==> src/rtl/thresholding_cfg_loader.sv <==
`default_nettype none
// +--------------------------------------------------------------------------+
// | thresholding_cfg_loader: quiesces the thresholding core, then streams a   |
// | full threshold table into its cfg port; host cfg accesses always win.     |
// | Revision: 1.0                                                             |
// +--------------------------------------------------------------------------+
module thresholding_cfg_loader #(
  parameter int input_BDIM   = 1,
  parameter int input_SDIM   = 1,
  parameter int output_WIDTH = 1,
  parameter int T_WIDTH      = 8,
  parameter int MAX_INFLIGHT = 16,
  localparam int CF  = input_BDIM / input_SDIM,
  localparam int PEB = $clog2(input_SDIM),
  localparam int CFB = $clog2(CF),
  localparam int OB  = output_WIDTH,
  localparam int NT  = 2**OB - 1,
  localparam int AW  = CFB + PEB + OB
) (
  input  logic               ap_clk,
  input  logic               ap_rst_n,
  input  logic               start_i,
  output logic               busy_o,
  output logic               done_o,
  output logic               err_len_o,
  input  logic               wstrm_tvalid_i,
  output logic               wstrm_tready_o,
  input  logic [T_WIDTH-1:0] wstrm_tdata_i,
  input  logic               wstrm_tlast_i,
  input  logic               host_en_i,
  input  logic               host_we_i,
  input  logic [AW-1:0]      host_a_i,
  input  logic [T_WIDTH-1:0] host_d_i,
  output logic               host_rack_o,
  output logic [T_WIDTH-1:0] host_q_o,
  output logic               cfg_en_o,
  output logic               cfg_we_o,
  output logic [AW-1:0]      cfg_a_o,
  output logic [T_WIDTH-1:0] cfg_d_o,
  input  logic               cfg_rack_i,
  input  logic [T_WIDTH-1:0] cfg_q_i,
  input  logic               up_tvalid_i,
  output logic               up_tready_o,
  output logic               core_tvalid_o,
  input  logic               core_tready_i,
  input  logic               out_tvalid_i,
  input  logic               out_tready_i
);

  localparam int IW  = $clog2(MAX_INFLIGHT + 1);
  localparam int PEW = (PEB > 0) ? PEB : 1;
  localparam int CFW = (CFB > 0) ? CFB : 1;

  localparam logic [OB-1:0]  T_LAST  = OB'(NT - 1);
  localparam logic [PEW-1:0] PE_LAST = PEW'(input_SDIM - 1);
  localparam logic [CFW-1:0] CF_LAST = CFW'(CF - 1);
  localparam logic [IW-1:0]  IF_MAX  = IW'(MAX_INFLIGHT);

  typedef enum logic [1:0] {
    S_IDLE    = 2'd0,
    S_QUIESCE = 2'd1,
    S_LOAD    = 2'd2,
    S_DONE    = 2'd3
  } state_e;

  state_e         state_q, state_d;
  logic [OB-1:0]  t_q, t_d;
  logic [PEW-1:0] pe_q, pe_d;
  logic [CFW-1:0] cf_q, cf_d;
  logic           err_q, err_d;
  logic [IW-1:0]  inflight_q, inflight_d;

  logic           gate;
  logic           in_xfer;
  logic           out_xfer;
  logic           beat;
  logic           last_word;
  logic [AW-1:0]  load_addr;

  // Any non-IDLE state holds the datapath input closed.
  assign gate          = (state_q != S_IDLE);
  assign up_tready_o   = core_tready_i & ~gate;
  assign core_tvalid_o = up_tvalid_i & ~gate;
  assign in_xfer       = core_tvalid_o & core_tready_i;
  assign out_xfer      = out_tvalid_i & out_tready_i;

  assign busy_o         = (state_q != S_IDLE);
  assign done_o         = (state_q == S_DONE);
  assign err_len_o      = err_q;
  assign wstrm_tready_o = (state_q == S_LOAD) & ~host_en_i;
  assign beat           = wstrm_tready_o & wstrm_tvalid_i;
  assign last_word      = (t_q == T_LAST) && (pe_q == PE_LAST) && (cf_q == CF_LAST);

  assign host_rack_o = cfg_rack_i;
  assign host_q_o    = cfg_q_i;

  // Degenerate single-CF / single-PE configurations drop those address fields.
  if (CFB > 0 && PEB > 0) begin : g_addr_cf_pe
    assign load_addr = {cf_q, pe_q, t_q};
  end else if (CFB > 0) begin : g_addr_cf
    assign load_addr = {cf_q, t_q};
  end else if (PEB > 0) begin : g_addr_pe
    assign load_addr = {pe_q, t_q};
  end else begin : g_addr_t
    assign load_addr = t_q;
  end

  always_comb begin
    inflight_d = inflight_q;
    if (in_xfer && !out_xfer) begin
      inflight_d = inflight_q + IW'(1);
    end else if (out_xfer && !in_xfer) begin
      inflight_d = inflight_q - IW'(1);
    end
  end

  always_comb begin
    state_d = state_q;
    t_d     = t_q;
    pe_d    = pe_q;
    cf_d    = cf_q;
    err_d   = err_q;
    unique case (state_q)
      S_IDLE: begin
        if (start_i) begin
          err_d   = 1'b0;
          t_d     = '0;
          pe_d    = '0;
          cf_d    = '0;
          state_d = S_QUIESCE;
        end
      end
      S_QUIESCE: begin
        if (inflight_q == '0) begin
          state_d = S_LOAD;
        end
      end
      S_LOAD: begin
        if (beat) begin
          if (last_word || wstrm_tlast_i) begin
            // Only tlast exactly on the final word is a clean load.
            err_d   = ~(last_word & wstrm_tlast_i);
            state_d = S_DONE;
          end else if (t_q == T_LAST) begin
            t_d = '0;
            if (pe_q == PE_LAST) begin
              pe_d = '0;
              cf_d = cf_q + CFW'(1);
            end else begin
              pe_d = pe_q + PEW'(1);
            end
          end else begin
            t_d = t_q + OB'(1);
          end
        end
      end
      S_DONE: begin
        state_d = S_IDLE;
      end
      default: begin
        state_d = S_IDLE;
      end
    endcase
  end

  // Host owns the cfg port whenever it strobes; the loader only fills idle slots.
  always_comb begin
    cfg_en_o = beat;
    cfg_we_o = beat;
    cfg_a_o  = load_addr;
    cfg_d_o  = wstrm_tdata_i;
    if (host_en_i) begin
      cfg_en_o = 1'b1;
      cfg_we_o = host_we_i;
      cfg_a_o  = host_a_i;
      cfg_d_o  = host_d_i;
    end
  end

  always_ff @(posedge ap_clk or negedge ap_rst_n) begin
    if (!ap_rst_n) begin
      state_q    <= S_IDLE;
      t_q        <= '0;
      pe_q       <= '0;
      cf_q       <= '0;
      err_q      <= 1'b0;
      inflight_q <= '0;
    end else begin
      state_q    <= state_d;
      t_q        <= t_d;
      pe_q       <= pe_d;
      cf_q       <= cf_d;
      err_q      <= err_d;
      inflight_q <= inflight_d;
    end
  end

  a_inflight_no_overflow: assert property (@(posedge ap_clk) disable iff (!ap_rst_n)
    !(in_xfer && !out_xfer && inflight_q == IF_MAX));
  a_inflight_no_underflow: assert property (@(posedge ap_clk) disable iff (!ap_rst_n)
    !(out_xfer && !in_xfer && inflight_q == '0));

endmodule
`default_nettype wire
==> config.mk <==
export PLATFORM = sky130hd
export DESIGN_NAME = thresholding_cfg_loader
export DESIGN_NICKNAME = d
export VERILOG_FILES = /design/src/rtl/thresholding_cfg_loader.sv
export SDC_FILE = /design/constraint.sdc
export NUM_CORES = 1
export LEC_CHECK = 0
export ABC_AREA = 1
export BUFFER_PORTS_ARGS = -buffer_cell sky130_fd_sc_hd__buf_2
export CAP_MARGIN = 20
export CORE_MARGIN = 5
export CORE_UTILIZATION = 40
export CTS_CLUSTER_DIAMETER = 200
export CTS_CLUSTER_SIZE = 8
export DETAILED_ROUTE_END_ITERATION = 7
export PLACE_DENSITY = 0.83
export SLEW_MARGIN = 10
export SYNTH_ARGS = -nofsm -noshare
export SYNTH_HDL_FRONTEND = slang
export SYNTH_SLANG_ARGS = --single-unit
==> constraint.sdc <==
create_clock -name ap_clk -period 2.6 [get_ports ap_clk]
set_input_delay 0.26 -clock ap_clk [delete_from_list [all_inputs] [get_ports ap_clk]]
set_output_delay 0.26 -clock ap_clk [all_outputs]
set_load 0.01 [all_outputs]
==> metrics.txt <==
Slew @ Worst Pin roughly 0.25 ns; Final Critical Period about 2.1 ns; CTS Buf Count 3; worst hold path depth 4; ranking of synthesized cells by area dfrtp_1, nand2_1, ha_1; # DRC 0; first-pass detailed-route iteration total 6; Synth Flop Type dfrtp_1; FF-to-FF setup slack 0.45 ns; DR vias/cell ~4.6; final setup fails 0; syn nets approximately 180; first-pass GRT wire length around 3500 µm; CTS tree done; Post-synth ARST share 100%; CP max FO 4; drt wl/cell about 11 µm; Max Clock Skew 0.00572 ns; Ant. Diodes 0; Pleak between 0.0006 and 0.0007 µW; Die Y between 50 and 60 µm; register area 225 µm²; post-placement cell count slightly below 200; clock power share between 10 and 15%; num rows 17; fin nets around 220; setup_tns 0 ns; Max Buffers Root-to-Sink 2; Worst Setup End Kind register; CORE AREA between 2000 and 2500 µm²; CP Cell Sequence inv_1 -> ha_1 -> nand2_1 -> nor2_1 -> ha_1 -> inv_1 -> ha_1 -> or2_1 -> nand3_1 -> nand2_1 -> nand2_1 -> nand2_1; adder-cell share of the synthesized area around 15%; largest family of logic cells by synthesized area simple AND/OR/NAND/NOR gates; r2r worst-path depth 12; setup bufs post-CTS 0; Final Hold Fails 0; mux cell area share after synthesis 0%; XOR/XNOR Fraction of Synth Area approximately 3%; Max Slew Vio Count 0; fmax around 470 MHz; CTS root buf clkbuf_4; post-synth top area share between 20% and 30%; sequential share of power a little over a quarter; Hold Crit Class in2reg; most used cell, CP nand2_1; Crit path required time approximately 2.8 ns; pwr dens 890 nW/µm²; YS warnings 0; Avg Inst Size Synth around 6.7 µm²; post-synthesis compound-gate area fraction a little under 6%; post-DP HPWL 1880 µm; fraction of layout cells with a size suffix above 1 ~30%; top cells by count, synth nand2_1, inv_1, nor2_1; Pint slightly above 500 µW; Synth Area in Simple Gates around 34%; area growth from synthesis to layout 24.9%; flops & latches, synth 9; Clock Latency Late Sink 0.26 ns; PostCTS Resize Cnt 0; Die X around 57 µm; ANT nets after route 0; Max-cap violations 0; sequential fraction of the synthesis area about a quarter; status finished, final reports clean; critical path arrival approximately 2.3 ns; Die ar. approximately 3200 µm²; Post-synth EDFFs 0; global route overflow 0; crit path launch type register; drt total wl 2230 µm; most numerous cell in the Yosys netlist nand2_1; Total GRT Usage roughly 14%; vias 914; DR iter-0 viols 27; htree depth 1; Port Buffers 44; CP max stage cell dfrtp_1; Crit Path Class reg2reg; starting density of the core between 40% and 50%; slowest stage delay, CP 0.41 ns; RSZ-0062 raised after global routing false; cell taking the most area after synthesis dfrtp_1; FILL cells 230; Comb power frac 61.9%; multi-input logic area 512 µm²; Clock transition at path regs around 0.060 ns; Unique masters post-synth 20; number of buffers inserted by hold repair at cts 1; P_sw around 460 µW; cells after synthesis approximately 130; Post-Layout Cell Count ~200; mapped cell area a little under 900 µm²; largest net degree at the start of global routing 13; gpl congestion 0.792; # IOs 63; worst vdd ir approximately 0.55 mV; vias in the first global route just over 800; Switching Fraction approximately 47%; clk sinks 9; Rel. slew slack between 80% and 90%; initial antenna violation count 0; period utilisation layout between 80% and 90%
worst max-delay path, delay by kind of cell, from the launching register on:
kind | cells | cell delay [ns]
buf+inv | 2 | 0.21
simple gates | 7 | 0.70
fa+ha+maj | 3 | 0.74
flops | 1 | 0.41
path summary, 6_finish.rpt:
| kind | start | to |
|---|---|---|
| setup reg to reg | state_q[1]$_DFFE_PN0P_ | inflight_q[4]$_DFFE_PN0P_ |
| max in group asynchronous | ap_rst_n | cf_q$_DFFE_PN0P_ |
| hold / removal | wstrm_tlast_i | err_len_o$_DFFE_PN0P_ |
| setup / recovery | state_q[1]$_DFFE_PN0P_ | inflight_q[4]$_DFFE_PN0P_ |
| min in group asynchronous | ap_rst_n | state_q[1]$_DFFE_PN0P_ |
| hold reg to reg | err_len_o$_DFFE_PN0P_ | err_len_o$_DFFE_PN0P_ |
sequential cells by signal, indices dropped and copies added (netlist names):
signal	flops
cf_q	1
err_len_o	1
state_q	2
inflight_q	5
routing by layer:
| layer | vias up | track usage (%) | share of wire (%) |
|---|---|---|---|
| met5 | - | 0 | 0 |
| met4 | 0 | 6.29 | 1.9 |
| met3 | 6 | 4.83 | 14 |
| met2 | 51 | 25.0 | 48 |
| met1 | 382 | 13.6 | 36 |
| li1 | 475 | - | - |
placed cells by master (no fill, tap or decap), types with 2 or more instances in the layout:
cell / n
nand4_1: 2
xor2_1: 2
ha_1: 9
nand2_1: 52
o21ai_0: 3
nor2_1: 11
dfrtp_1: 9
nand3_1: 5
clkbuf_4: 3
buf_2: 44
a21oi_1: 4
inv_1: 17
area by class of cell:
type                       count  area share, %
sequential                     9           20.5
multi-input combinational     95           46.6
tap                           28           3.19
timing repair buffer          45           21.0
clock buffer                   4           2.39
inverter                      18           6.38
power by group through the flow:
| stage | clock, µW | combinational (µW) | sequential [µW] |
|---|---|---|---|
| detailed placement | 0 | 608 | 270 |
| global route | 117 | 698 | 279 |
| CTS | 107 | 616 | 267 |
| finish | 106 | 605 | 267 |
| floorplan | 0 | 466 | 257 |
| global placement | 0 | 599 | 266 |
per-stage QoR:
stage               instance area [µm²]  worst slack (ns)  power [µW]  util [%]  hold WS [ns]
floorplan                           880             0.635         723         -       -0.0356
global placement                   1060             0.552         866      49.4         0.120
detailed placement                 1060             0.477         878      49.4         0.119
CTS                                1100             0.438         990      51.1         0.303
global route                       1100             0.263        1090      51.1         0.324
finish                             1100             0.451         978      51.1         0.315
logic make-up after synthesis:
group	Yosys count
simple gates	74
buf+inv	28
fa+ha+maj	10
flops	9
compound gates	8
xor+xnor	3
No activity file was read; power rests on OpenSTA's default activity.
